<file path="config.mk">
export PLATFORM = sky130hd
export DESIGN_NAME = dram_word_port
export DESIGN_NICKNAME = d
export VERILOG_FILES = /design/src/rtl/dram_word_port.sv
export SDC_FILE = /design/constraint.sdc
export NUM_CORES = 1
export LEC_CHECK = 0
export ABC_CLOCK_PERIOD_IN_PS = 4800
export CORE_AREA = 2 2 161 163
export CTS_CLUSTER_SIZE = 8
export DETAILED_ROUTE_END_ITERATION = 12
export DIE_AREA = 0 0 163 165
export SYNTH_ARGS = -nofsm -noshare
export SYNTH_HDL_FRONTEND = slang
export SYNTH_SLANG_ARGS = --single-unit
</file>
<file path="constraint.sdc">
create_clock -name clock -period 4.8 [get_ports clock]
set_clock_uncertainty 0.05 [all_clocks]
set_input_delay 0.96 -clock clock [delete_from_list [all_inputs] [get_ports clock]]
set_output_delay 0.96 -clock clock [all_outputs]
set_load 0.01 [all_outputs]
</file>
<file path="src/rtl/dram_word_port.sv">
// Word-to-beat bridge between a 32-bit requester and the 128-bit DRAM user interface.
// Optional one-beat read line buffer enabled by defining DRAM_WORD_PORT_LINE_BUF_EN.
//
// state  | meaning
// CALIB  | waiting for DRAM calibration
// IDLE   | ready for a request
// ISSUE  | presenting the command until the wrapper is not busy
// RDWAIT | waiting for the read beat
// RESP   | one-cycle completion pulse
module dram_word_port #(
  parameter int APP_ADDR_WIDTH = 28,
  parameter int APP_DATA_WIDTH = 128,
  parameter int APP_MASK_WIDTH = 16
) (
  input  logic                      clock,
  input  logic                      reset,
  input  logic                      req_valid,
  output logic                      req_ready,
  input  logic                      req_wen,
  input  logic [31:0]               req_addr,
  input  logic [31:0]               req_wdata,
  input  logic [3:0]                req_wstrb,
  output logic                      resp_valid,
  output logic [31:0]               resp_rdata,
  output logic                      dram_ren,
  output logic                      dram_wen,
  output logic [APP_ADDR_WIDTH-2:0] dram_addr,
  output logic [APP_DATA_WIDTH-1:0] dram_wdata,
  output logic [APP_MASK_WIDTH-1:0] dram_wmask,
  output logic                      dram_user_busy,
  input  logic                      dram_init_calib_complete,
  input  logic [APP_DATA_WIDTH-1:0] dram_rdata,
  input  logic                      dram_rdata_valid,
  input  logic                      dram_busy
);

  typedef enum logic [2:0] {CALIB, IDLE, ISSUE, RDWAIT, RESP} state_t;

  state_t                    state_q, state_d;
  logic                      accept;
  logic                      buf_hit;
  logic                      wen_q;
  logic [1:0]                lane_q, lane_d;
  logic [APP_ADDR_WIDTH-2:0] addr_d;
  logic [APP_DATA_WIDTH-1:0] wdata_d;
  logic [APP_MASK_WIDTH-1:0] wmask_d;
  logic                      rd_done;
  logic                      unused_addr_bits;

  assign unused_addr_bits = ^{req_addr[31:APP_ADDR_WIDTH+3], req_addr[1:0]};

  assign lane_d  = req_addr[3:2];
  assign addr_d  = req_addr[APP_ADDR_WIDTH+2:4];
  assign wdata_d = {4{req_wdata}};
  assign wmask_d = ~({12'b0, req_wstrb} << {lane_d, 2'b00});
  assign rd_done = (state_q == RDWAIT) && dram_rdata_valid;

`ifdef DRAM_WORD_PORT_LINE_BUF_EN
  logic                      buf_valid;
  logic [APP_ADDR_WIDTH-2:0] buf_tag;
  logic [APP_DATA_WIDTH-1:0] buf_data;

  assign buf_hit = !req_wen && buf_valid && (buf_tag == addr_d);

  // Buffer always mirrors DRAM: filled by read beats, write-through merges strobed bytes.
  always_ff @(posedge clock or posedge reset) begin
    if (reset) begin
      buf_valid <= 1'b0;
      buf_tag   <= '0;
      buf_data  <= '0;
    end else if (state_q == CALIB) begin
      buf_valid <= 1'b0;
    end else if (rd_done) begin
      buf_valid <= 1'b1;
      buf_tag   <= dram_addr;
      buf_data  <= dram_rdata;
    end else if (accept && req_wen && buf_valid && (buf_tag == addr_d)) begin
      for (int b = 0; b < APP_MASK_WIDTH; b++) begin
        if (!wmask_d[b]) buf_data[8*b +: 8] <= wdata_d[8*b +: 8];
      end
    end
  end
`else
  assign buf_hit = 1'b0;
`endif

  always_comb begin
    state_d        = state_q;
    accept         = 1'b0;
    req_ready      = 1'b0;
    resp_valid     = 1'b0;
    dram_ren       = 1'b0;
    dram_wen       = 1'b0;
    dram_user_busy = 1'b1;
    case (state_q)
      CALIB: if (dram_init_calib_complete) state_d = IDLE;
      IDLE: begin
        if (!dram_init_calib_complete) begin
          state_d = CALIB;
        end else begin
          req_ready = 1'b1;
          if (req_valid) begin
            accept  = 1'b1;
            state_d = buf_hit ? RESP : ISSUE;
          end
        end
      end
      ISSUE: begin
        dram_ren = !wen_q && !dram_busy;
        dram_wen = wen_q && !dram_busy;
        if (!dram_busy) state_d = wen_q ? RESP : RDWAIT;
      end
      RDWAIT: begin
        dram_user_busy = 1'b0;
        if (dram_rdata_valid) state_d = RESP;
      end
      RESP: begin
        resp_valid = 1'b1;
        state_d    = IDLE;
      end
      default: state_d = CALIB;
    endcase
  end

  always_ff @(posedge clock or posedge reset) begin
    if (reset) state_q <= CALIB;
    else       state_q <= state_d;
  end

  always_ff @(posedge clock or posedge reset) begin
    if (reset) begin
      wen_q      <= 1'b0;
      lane_q     <= 2'd0;
      dram_addr  <= '0;
      dram_wdata <= '0;
      dram_wmask <= '1;
      resp_rdata <= 32'd0;
    end else begin
      if (accept) begin
        wen_q      <= req_wen;
        lane_q     <= lane_d;
        dram_addr  <= addr_d;
        dram_wdata <= wdata_d;
        dram_wmask <= wmask_d;
      end
      if (rd_done) begin
        resp_rdata <= dram_rdata[{lane_q, 5'd0} +: 32];
`ifdef DRAM_WORD_PORT_LINE_BUF_EN
      end else if (accept && buf_hit) begin
        resp_rdata <= buf_data[{lane_d, 5'd0} +: 32];
`endif
      end
    end
  end

endmodule

</file>
# After elaboration in Yosys (flattened, before gate mapping)
# Index checks and enable logic that the tools add are counted.
dict set report totals {
  regBits 209
  latchBits 0
  mem_bits_rw 0
  mem_bits_ro 0
  in_bits 203
  out_inout_bits 208
  word_cells 41
  mem_count 0
}
dict set report classes {
  n_addsub 0
  n_mul 0
  n_div 0
  order_cmp 0
  n_eq_ne 8
  n_shift 2
  n_mux 16
  bitwise_logic 1
  n_reduce_logical 7
}
# operator n
set ops {}
lappend ops {{128-bit by 8-bit indexed part select with 32-bit output} 1}
lappend ops {{3-bit two-way mux} 6}
lappend ops {{16-bit inverter} 1}
lappend ops {{4-bit by 4-bit left shift with 16-bit output} 1}
lappend ops {{3-bit one-hot mux with 5 select lines} 1}
lappend ops {{1-bit two-way mux} 9}
lappend ops {{3-bit by 2-bit equality test with 1-bit output (second input constant)} 2}
lappend ops {{2-bit != test (second input constant)} 3}
lappend ops {{4-bit AND reduction} 1}
lappend ops {{3-bit by 1-bit equality test with 1-bit output (second input constant)} 1}
lappend ops {{3-bit equality test (second input constant)} 1}
lappend ops {{1-bit logical AND} 3}
lappend ops {{3-bit zero test} 1}
lappend ops {{3-bit != test (second input constant)} 1}
lappend ops {{1-bit zero test} 2}

# Depth between registers and ports, before layout
# Gate-level depths: netlist (run 1).
dict set report depth {
  ltp_word 3
  mapped_depth 7
  mapped_depth_nobuf 3
}

# Worst setup path after synthesis (run 1)
# OpenSTA, ideal clock, no wires.
dict set report synth_timing {
  kind {in2out}
  startpoint {input dram_init_calib_complete}
  endpoint {output req_ready}
  arrival_time_ns 1.709
  required_time_ns 3.790
  setup_slack_ns 2.081
  stages 3
  n_path_buf 2
  cell_sequence {nor4bb_1 -> buf_2 -> buf_1}
}
dict set report synth_between {
  elab_chain_cells 2
}
# element line
set synth_lines {}
lappend synth_lines {{start: declaration} 31} ;# input logic dram_init_calib_complete,
lappend synth_lines {{1-bit two-way mux} 98} ;# if (!dram_init_calib_complete) begin
lappend synth_lines {{1-bit two-way mux} 95} ;# case (state_q)
lappend synth_lines {{end: declaration} 18} ;# output logic req_ready,
# No other way between the ends.

# Worst setup path in the final report (run 1)
# Same ends and word-level chain as after synthesis.

==> impl_results.md, run 1 <==
- Outcome: finished, final reports clean
- Inserted Clock Buffers: 17
- Setup Viol. Count Final: 0
- Hold_sp: dram_addr[4]
- CP delay by family, top: buffers and inverters
- Gpl congestion: 0.725
- Final layout net count: 935
- First-pass GRT wire length: 27000 um
- Post-Route Setup TNS: 0 ps
- Largest net degree at the start of global routing: 61
- Clock Sinks: 113
- Final hold violation count: 0
- Initial core utilization: 0.235
- Leak: 3.97 nW
- Drt pass-1 iters: 4
- Vias in the first global route: 4691
- CP Buf/Inv Count: 3
- Crit path DAT: 2610 ps
- Unrepaired setup endpoints after global routing: no
- Worst ir drop on vdd: 0.000295 V
- Post-route ant nets: 0
- Max-cap violations: 0
- Number of H-tree levels: 4
- Launch point of the worst path: dram_init_calib_complete
- Core Box Area: 25000 sq um
- Final instance area: 10200 sq um
- Sequential area share after synthesis: 0.485
- Clock slew at reported path FFs: 60 ps
- Critical path, cell by cell: clkdlybuf4s50_1, nor4bb_2, buf_4, clkdlybuf4s50_1
- GRT Total Usage: 0.135
- Final Power: 0.00666 W
- DR WL/cell: 17.0 um
- Worst Hold Class: flop to flop
- Post-DP HPWL: 14600 um
- Cells after synthesis: 421
- Clock insertion delay at the later pin of the skew report: 410 ps
- Area grow syn2layout: 73.3%
- Root Driver: clkbuf_16
- Worst hold path endpoint: dram_addr[4]
- Congestion Overflow GR: 0
- Net count after synthesis: 624
- Final wirelength: 18200 um
- Worst r2r src: state_q[0]
- Reg power frac: 0.281
- Row count: 58
- Fmax achieved: 277 MHz
- Post-CTS setup buffers: 0
- Critical Path RT: 3790 ps
- CP max stage cell: clkdlybuf4s50_1
- First-iteration detailed-routing DRC count: 63
- Placed Area: 9590 sq um
- Reg2Reg Depth: 5
- # IOs: 411
- CTS tree: done
- Worst slew pin tran: 840 ps
- Final hold slack: 433 ps
- Max-slew violations: 0
- Clock network fraction of total power: 0.194
- Terminus of the critical flop-to-flop path: dram_wdata[117]
- Internal power: 0.00453 W
- Initial antenna violation count: 1
- Power per cell area: 654 nW/um^2
- Most common cell on crit path: clkdlybuf4s50_1
- Number of buffers added on ports: 407
- Register bit count reported by yosys: 113
- R2r setup slk: 2280 ps
- Relative slew slack: 0.440
- Hold Crit Depth: 1
- CTS max path bufs: 2
- Post-CTS resize count: 0
- CP startpoint kind: input pin
- Switch share: 0.320
- Post-route DRC: 0
- Crit path max fanout: 19
- Crit share post-route: 0.753
- Synth Warn #: 0
- Power share of the combinational group: 0.525
- Commonest non-fill, non-tap cells in the layout: clkdlybuf4s50_1 (407), dfrtp_1 (96), mux2_1 (59)
- Vias per cell: 4.26
- Unique masters post-synth: 33
- Hold Buf Count CTS: 0
- Post-Syn Area: 5880 sq um
- Nature of the critical path endpoint: output port
- Die footprint: 26900 sq um
- Largest stage delay, worst path: 580 ps
- Net load switching power: 0.00213 W
- Commonest non-fill, non-tap cell in the layout: clkdlybuf4s50_1
- Die Ht: 165 um
- Via count: 4571
- Die Wd: 163 um
- Critical path class: input pin to output port
- Avg Cell Area, Syn: 14.0 sq um
- Fin crit period: 3620 ps
- Diode count: 0
- Share of post-route cells with drive strength above 1: 0.164
[synthesized netlist by cell type]
library cell,number,area share
nor2_1,2,0.0013
mux2i_1,1,0.0017
a21oi_1,18,0.015
nand2_1,2,0.0013
nor4bb_1,1,0.0017
buf_4,102,0.13
nor4_1,2,0.0021
mux2_1,59,0.11
mux2_2,31,0.059
dfrtp_1,97,0.41
o32ai_1,1,0.0015
buf_2,6,0.0051
dfstp_2,16,0.072
or3b_1,1,0.0015
buf_6,1,0.0019
and2_1,1,0.0011
buf_8,1,0.0026
mux2_4,4,0.010
clkbuf_1,9,0.0057
nand2b_1,4,0.0043
nor3b_1,1,0.0013
buf_1,2,0.0013
o21ai_0,1,0.00085
inv_1,2,0.0013
a31oi_1,12,0.013
a211oi_1,1,0.0013
nand3_1,1,0.00085
or2_0,1,0.0011
nor2b_1,3,0.0032
o21bai_1,1,0.0013
a41oi_1,4,0.0060
mux4_2,32,0.12
nor4b_1,1,0.0015
[cells by family after synthesis]
family	Yosys count	share of synthesized area
DFF	113	0.485
muxes	127	0.307
buffers and inverters	123	0.148
and+or+nand+nor	20	0.0211
AOI/OAI and AO/OA	38	0.0390
[power by group through the flow]
| stage | Combinational, W | Clock [W] | Sequential [W] |
|---|---|---|---|
| after floorplan | 0.00177 | 0 | 0.00202 |
| after global routing | 0.00373 | 0.00138 | 0.00196 |
| after detailed placement | 0.00356 | 0 | 0.00189 |
| after CTS | 0.00356 | 0.00134 | 0.00188 |
| after global placement | 0.00354 | 0 | 0.00187 |
| final | 0.00350 | 0.00129 | 0.00187 |
[per-layer routing]
metal / vias up / share of wire / global-route usage
met3: 11 / 0.092 / 0.0462
met2: 255 / 0.55 / 0.260
met1: 2248 / 0.34 / 0.134
met5: - / 0.00066 / 0
li1: 2055 / - / -
met4: 2 / 0.012 / 0.0438
[state kept, by name, summed over array words and instances, names as in the netlist]
signal	cells
dram_addr	27
dram_wdata	32
dram_wmask	16
lane_q	2
resp_rdata	32
state_q	3
wen_q	1
[through the flow]
| step | std cells | setup slack [ps] | utilization |
|---|---|---|---|
| floorplan | 421 | 829 | - |
| finish | 1074 | 1180 | 0.407 |
| detailed placement | 1043 | 1180 | 0.383 |
| CTS | 1074 | 1170 | 0.407 |
| global placement | 1043 | 1200 | 0.383 |
| global route | 1074 | 1140 | 0.407 |
[worst max path at each step]
stage	endpoint	slack, ps	cells past startpoint
CTS	req_ready	1170	4
detailed placement	req_ready	1180	4
floorplan	dram_addr[0]	830	1
finish	req_ready	1180	4
global route	req_ready	1140	4
global placement	req_ready	1200	4
[cell type report]
type / instances / area, sq um
Multi-Input combinational cell: 185 / 2170
Clock buffer: 22 / 464
Tap cell: 330 / 413
Fill cell: 2367 / 14900
Clock inverter: 9 / 131
Inverter: 2 / 10.0
Sequential cell: 113 / 2850
Timing Repair Buffer: 413 / 4140
[worst reg2reg max path, delay by kind of cell (launching register included)]
| family | cells | cell delay [ps] |
|---|---|---|
| buffers and inverters | 2 | 610 |
| DFF | 1 | 550 |
| muxes | 1 | 400 |
| and+or+nand+nor | 2 | 790 |
Power figures use the tool's default switching activity.
==> run 2: changes to the inputs <==
--- a/config.mk
+++ b/config.mk
@@ -5,7 +5,7 @@
 export SDC_FILE = /design/constraint.sdc
 export NUM_CORES = 1
 export LEC_CHECK = 0
-export ABC_CLOCK_PERIOD_IN_PS = 4800
+export ABC_CLOCK_PERIOD_IN_PS = 3500
 export CORE_AREA = 2 2 161 163
 export CTS_CLUSTER_SIZE = 8
 export DETAILED_ROUTE_END_ITERATION = 12
==> constraint.sdc (replaced) <==
create_clock -name clock -period 3.5 [get_ports clock]
set_clock_uncertainty 0.05 [all_clocks]
set_input_delay 0.7 -clock clock [delete_from_list [all_inputs] [get_ports clock]]
set_output_delay 0.7 -clock clock [all_outputs]
set_load 0.01 [all_outputs]
==> run 2 against run 1 <==
Net effect: clock power increased by 30%; global-route usage decreased by 0.60 points; sequential share of layout area about the same; routed wire length decreased by 5.2%; via count increased by 0.74%; critical path type unchanged.
==> impl_results.md, run 2 (same netlist as run 1, synthesis figures left out) <==
- Setup Viol. Count Final: 0 (unchanged)
- Post-CTS setup buffers: 0 (unchanged)
- Max-cap violations: 0 (unchanged)
- Share of post-route cells with drive strength above 1: 0.167 (was 0.164)
- Post-Route Setup TNS: 0 ps (unchanged)
- Root Driver: clkbuf_16 (unchanged)
- DR WL/cell: 16.1 um (was 17.0 um)
- CP startpoint kind: input pin (unchanged)
- Worst r2r src: state_q[1] (was state_q[0])
- Inserted Clock Buffers: 17 (unchanged)
- Launch point of the worst path: dram_init_calib_complete (unchanged)
- Crit share post-route: 0.832
- Clock insertion delay at the later pin of the skew report: 400 ps (was 410 ps)
- Worst slew pin tran: 841 ps (was 840 ps)
- Die Wd: 163 um (unchanged)
- Power per cell area: 885 nW/um^2 (was 654 nW/um^2)
- CTS tree: done (unchanged)
- Outcome: finished, final reports clean (unchanged)
- Post-route ant nets: 0 (unchanged)
- Nature of the critical path endpoint: output port (unchanged)
- Number of H-tree levels: 4 (unchanged)
- # IOs: 411 (unchanged)
- Critical path class: input pin to output port (unchanged)
- Final wirelength: 17300 um (was 18200 um)
- GRT Total Usage: 0.129 (was 0.135)
- Drt pass-1 iters: 6 (was 4)
- Commonest non-fill, non-tap cells in the layout: clkdlybuf4s50_1 (407), dfrtp_1 (96), mux2_1 (59) (unchanged)
- Terminus of the critical flop-to-flop path: resp_rdata[28] (was dram_wdata[117])
- Largest net degree at the start of global routing: 57 (was 61)
- Reg2Reg Depth: 3 (was 5)
- First-pass GRT wire length: 26400 um (was 27000 um)
- Die Ht: 165 um (unchanged)
- Worst hold path endpoint: dram_addr[7] (was dram_addr[4])
- Crit path DAT: 2160 ps (was 2610 ps)
- Commonest non-fill, non-tap cell in the layout: clkdlybuf4s50_1 (unchanged)
- Leak: 3.99 nW (was 3.97 nW)
- Fin util: 0.407 (about the same)
- Initial core utilization: 0.235 (unchanged)
- Clock Sinks: 113 (unchanged)
- Row count: 58 (unchanged)
- Vias per cell: 4.28 (was 4.26)
- Fin crit period: 2910 ps
- Via count: 4605 (was 4571)
- Placed Area: 9620 sq um (was 9590 sq um)
- Vias in the first global route: 4759 (was 4691)
- Worst ir drop on vdd: 0.000375 V (was 0.000295 V)
- Max-slew violations: 0 (unchanged)
- Final layout net count: 937 (was 935)
- Hold Buf Count CTS: 0 (unchanged)
- Area grow syn2layout: 73.5% (was 73.3%)
- First-iteration detailed-routing DRC count: 149 (was 63)
- Hold_sp: dram_addr[7] (was dram_addr[4])
- Initial antenna violation count: 1 (unchanged)
- Post-DP HPWL: 13700 um (was 14600 um)
- Fmax achieved: 344 MHz
- Unrepaired setup endpoints after global routing: no (unchanged)
- Clock slew at reported path FFs: 60 ps (about the same)
- Congestion Overflow GR: 0 (unchanged)
- Critical Path RT: 2750 ps (was 3790 ps)
- Final hold violation count: 0 (unchanged)
- Fillers: 2411 (was 2367)
- Core Box Area: 25000 sq um (unchanged)
- Hold Crit Depth: 1 (unchanged)
- Die footprint: 26900 sq um (unchanged)
- Biggest regs: dram_wdata: 32 flops, resp_rdata: 32 flops, dram_addr: 27 flops (unchanged)
- R2r setup slk: 1250 ps (was 2280 ps)
- Crit path max fanout: 3 (was 19)
- Post-route DRC: 0 (unchanged)
- Diode count: 0 (unchanged)
- Number of buffers added on ports: 407 (unchanged)
- Final hold slack: 431 ps (was 433 ps)
- Worst Hold Class: flop to flop (unchanged)
- Relative slew slack: 0.439 (was 0.440)
- Final instance area: 10200 sq um (about the same)
- Gpl congestion: 0.738 (was 0.725)
- CTS max path bufs: 2 (unchanged)
- Final Power: 0.00902 W (was 0.00666 W)
- Post-CTS resize count: 0 (unchanged)
==> run 2: cell count changes in the layout (fill, tap and decap cells not counted), sizes merged <==
| cell | delta |
|---|---|
| bufinv | -3 |
| inv | +1 |
| clkbuf | +3 |
| clkinv | +2 |
| clkinvlp | -2 |
| buf | +2 |
==> run 2: where the power goes <==
part	switching (W)	total (W)	internal, W
logic	0.00174	0.00477	0.00303
registers	0.000535	0.00257	0.00204
clock network	0.000608	0.00168	0.00107
total	0.00289	0.00902	0.00613
==> run 2: worst max-delay path by stage <==
stage / to / depth (start not counted) / slack, ps
floorplan: req_ready / 3 / 1300
global placement: req_ready / 3 / 580
detailed placement: req_ready / 3 / 580
CTS: req_ready / 3 / 570
global route: req_ready / 3 / 500
finish: req_ready / 3 / 590
==> run 2: worst max-delay path, cell delays in order <==
cell and delay, ps:
clkdlybuf4s50_1 490, nor4bb_2 360, clkdlybuf4s50_1 610
==> run 2: final cells by class <==
type | instances | area, sq um | area share
Clock inverter | 7 | 41.3 | 0.00405
Multi-Input combinational cell | 185 | 2170 | 0.213
Inverter | 2 | 11.3 | 0.00110
Timing Repair Buffer | 415 | 4170 | 0.409
Clock buffer | 25 | 539 | 0.0529
Sequential cell | 113 | 2850 | 0.279
Tap cell | 330 | 413 | 0.0405
==> run 2: metrics by stage <==
| stage | std cells | setup WS (ps) |
|---|---|---|
| after global placement | 1045 | 583 |
| final | 1077 | 589 |
| after global routing | 1077 | 503 |
| after detailed placement | 1045 | 577 |
| after floorplan | 421 | 1300 |
| after CTS | 1077 | 572 |
==> run 2: metal layers <==
layer / up-vias / wire (um) / global-route usage
li1: 2054 / - / -
met1: 2264 / 6480 / 0.145
met2: 270 / 8920 / 0.226
met3: 17 / 1580 / 0.0457
met4: 0 / 332 / 0.0451
met5: - / 0 / 0
==> run 3: changes to the inputs <==
--- a/config.mk
+++ b/config.mk
@@ -5,7 +5,7 @@
 export SDC_FILE = /design/constraint.sdc
 export NUM_CORES = 1
 export LEC_CHECK = 0
-export ABC_CLOCK_PERIOD_IN_PS = 3500
+export ABC_CLOCK_PERIOD_IN_PS = 3000
 export CORE_AREA = 2 2 161 163
 export CTS_CLUSTER_SIZE = 8
 export DETAILED_ROUTE_END_ITERATION = 12
==> constraint.sdc (replaced) <==
create_clock -name clock -period 3 [get_ports clock]
set_clock_uncertainty 0.05 [all_clocks]
set_input_delay 0.6 -clock clock [delete_from_list [all_inputs] [get_ports clock]]
set_output_delay 0.6 -clock clock [all_outputs]
set_load 0.01 [all_outputs]
==> run 3 against run 2 <==
Net effect: global-route usage decreased by 0.34 points; non-clock buffer count increased by 1; cell area unchanged; critical endpoint unchanged; die area unchanged; highest routed layer unchanged; critical path depth unchanged.
==> impl_results.md, run 3 (same netlist as run 1, synthesis figures left out) <==
- Diode count: 0 (unchanged)
- Hold_sp: dram_addr[26] (was dram_addr[7])
- Vias per cell: 4.25 (was 4.28)
- Final layout net count: 938 (was 937)
- Post-route ant nets: 0 (unchanged)
- Max-cap violations: 0 (unchanged)
- Leak: 3.97 nW (was 3.99 nW)
- Commonest non-fill, non-tap cells in the layout: clkdlybuf4s50_1 (407), dfrtp_1 (96), mux2_1 (59) (unchanged)
- Critical Path RT: 2350 ps (was 2750 ps)
- Die Wd: 163 um (unchanged)
- CTS max path bufs: 2 (unchanged)
- Post-CTS setup buffers: 0 (unchanged)
- Max-slew violations: 0 (unchanged)
- Fmax achieved: 372 MHz
- Final instance area: 10200 sq um (unchanged)
- Worst slew pin tran: 622 ps (was 841 ps)
- Post-route DRC: 0 (unchanged)
- Clock insertion delay at the later pin of the skew report: 400 ps (about the same)
- Worst r2r src: state_q[0] (was state_q[1])
- Critical path, cell by cell: clkdlybuf4s50_1, nor4bb_2, clkdlybuf4s50_1 (unchanged)
- Unrepaired setup endpoints after global routing: no (unchanged)
- Number of H-tree levels: 4 (unchanged)
- First-pass GRT wire length: 25700 um (was 26400 um)
- Power per cell area: 1030 nW/um^2 (was 885 nW/um^2)
- Most common cell on crit path: clkdlybuf4s50_1 (unchanged)
- Largest stage delay, worst path: 610 ps (about the same)
- Post-CTS resize count: 0 (unchanged)
- Biggest regs: dram_wdata: 32 flops, resp_rdata: 32 flops, dram_addr: 27 flops (unchanged)
- Clock Sinks: 113 (unchanged)
- Final hold violation count: 0 (unchanged)
- First-iteration detailed-routing DRC count: 144 (was 149)
- Hold Buf Count CTS: 0 (unchanged)
- Post-Route Setup TNS: 0 ps (unchanged)
- Initial antenna violation count: 1 (unchanged)
- Fin crit period: 2690 ps
- Worst Hold Class: flop to flop (unchanged)
- Relative slew slack: 0.585 (was 0.439)
- Placed Area: 9620 sq um (about the same)
- Number of buffers added on ports: 407 (unchanged)
- CP startpoint kind: input pin (unchanged)
- Final wirelength: 17200 um (was 17300 um)
- Root Driver: clkbuf_16 (unchanged)
- Via count: 4573 (was 4605)
- Setup Viol. Count Final: 0 (unchanged)
- Crit path max fanout: 3 (unchanged)
- Gpl congestion: 0.745 (was 0.738)
- Critical path class: input pin to output port (unchanged)
- GRT Total Usage: 0.125 (was 0.129)
- Drt pass-1 iters: 4 (was 6)
- Launch point of the worst path: dram_init_calib_complete (unchanged)
- Outcome: finished, final reports clean (unchanged)
- Die Ht: 165 um (unchanged)
- Inserted Clock Buffers: 17 (unchanged)
- Worst ir drop on vdd: 0.000439 V (was 0.000375 V)
- Vias in the first global route: 4663 (was 4759)
- Row count: 58 (unchanged)
- Congestion Overflow GR: 0 (unchanged)
- Crit share post-route: 0.896
- DR WL/cell: 15.9 um (was 16.1 um)
- Nature of the critical path endpoint: output port (unchanged)
- Die footprint: 26900 sq um (unchanged)
- Area grow syn2layout: 73.5% (unchanged)
- Largest net degree at the start of global routing: 114 (was 57)
- CTS tree: done (unchanged)
- Post-DP HPWL: 13600 um (was 13700 um)
- Clock slew at reported path FFs: 50 ps (was 60 ps)
- Initial core utilization: 0.235 (unchanged)
- CP max stage cell: clkdlybuf4s50_1 (unchanged)
- # IOs: 411 (unchanged)
- Crit path DAT: 2040 ps (was 2160 ps)
- Core Box Area: 25000 sq um (unchanged)
- Commonest non-fill, non-tap cell in the layout: clkdlybuf4s50_1 (unchanged)
- Share of post-route cells with drive strength above 1: 0.170 (was 0.167)
==> run 3: final timing paths <==
check | end | slack [ps] | depth (start not counted)
setup / recovery | req_ready | 310 | 3
hold / removal | dram_addr[26] | 430 | 1
setup reg to reg | dram_wdata[116] | 770 | 5
hold reg to reg | dram_addr[26] | 430 | 1
max in group asynchronous | lane_q[0] | 1740 | 3
min in group asynchronous | dram_addr[3] | 690 | 3
==> run 3: critical path, delay by kind of cell <==
| kind | cells | cell delay, ps |
|---|---|---|
| AND/OR/NAND/NOR | 1 | 340 |
| buffers and inverters | 2 | 1100 |
==> run 3: final cells by class <==
class	instances	area, sq um
fill	2401	14800
clock buffer	22	494
inverter	2	11.3
tap	330	413
sequential	113	2850
multi-input combinational	185	2170
timing repair buffer	416	4180
clock inverter	8	78.8
==> run 3: per-layer routing <==
layer / track usage / wire length (um) / vias to the layer above
met2: 0.223 / 8940 / 267
met5: 0 / 0 / -
met4: 0.0463 / 346 / 0
met1: 0.138 / 6210 / 2218
met3: 0.0429 / 1660 / 21
li1: - / - / 2067
==> run 3: metrics by stage <==
stage / utilization / total power [W] / cells / setup WS (ps) / hold WS, ps
2_1_floorplan: - / 0.00607 / 421 / 989 / 464
3_3_place_gp: 0.384 / 0.00863 / 1046 / 255 / 417
3_5_place_dp: 0.384 / 0.00869 / 1046 / 216 / 424
4_1_cts: 0.407 / 0.0107 / 1076 / 284 / 436
5_1_grt: 0.407 / 0.0112 / 1076 / 198 / 444
6_report: 0.407 / 0.0105 / 1076 / 311 / 430
==> run 3: report_power, final <==
part	total, W	switching (W)	internal [W]
combinational	0.00557	0.00203	0.00353
clock	0.00194	0.000698	0.00124
sequential	0.00299	0.000618	0.00238
total	0.0105	0.00335	0.00715
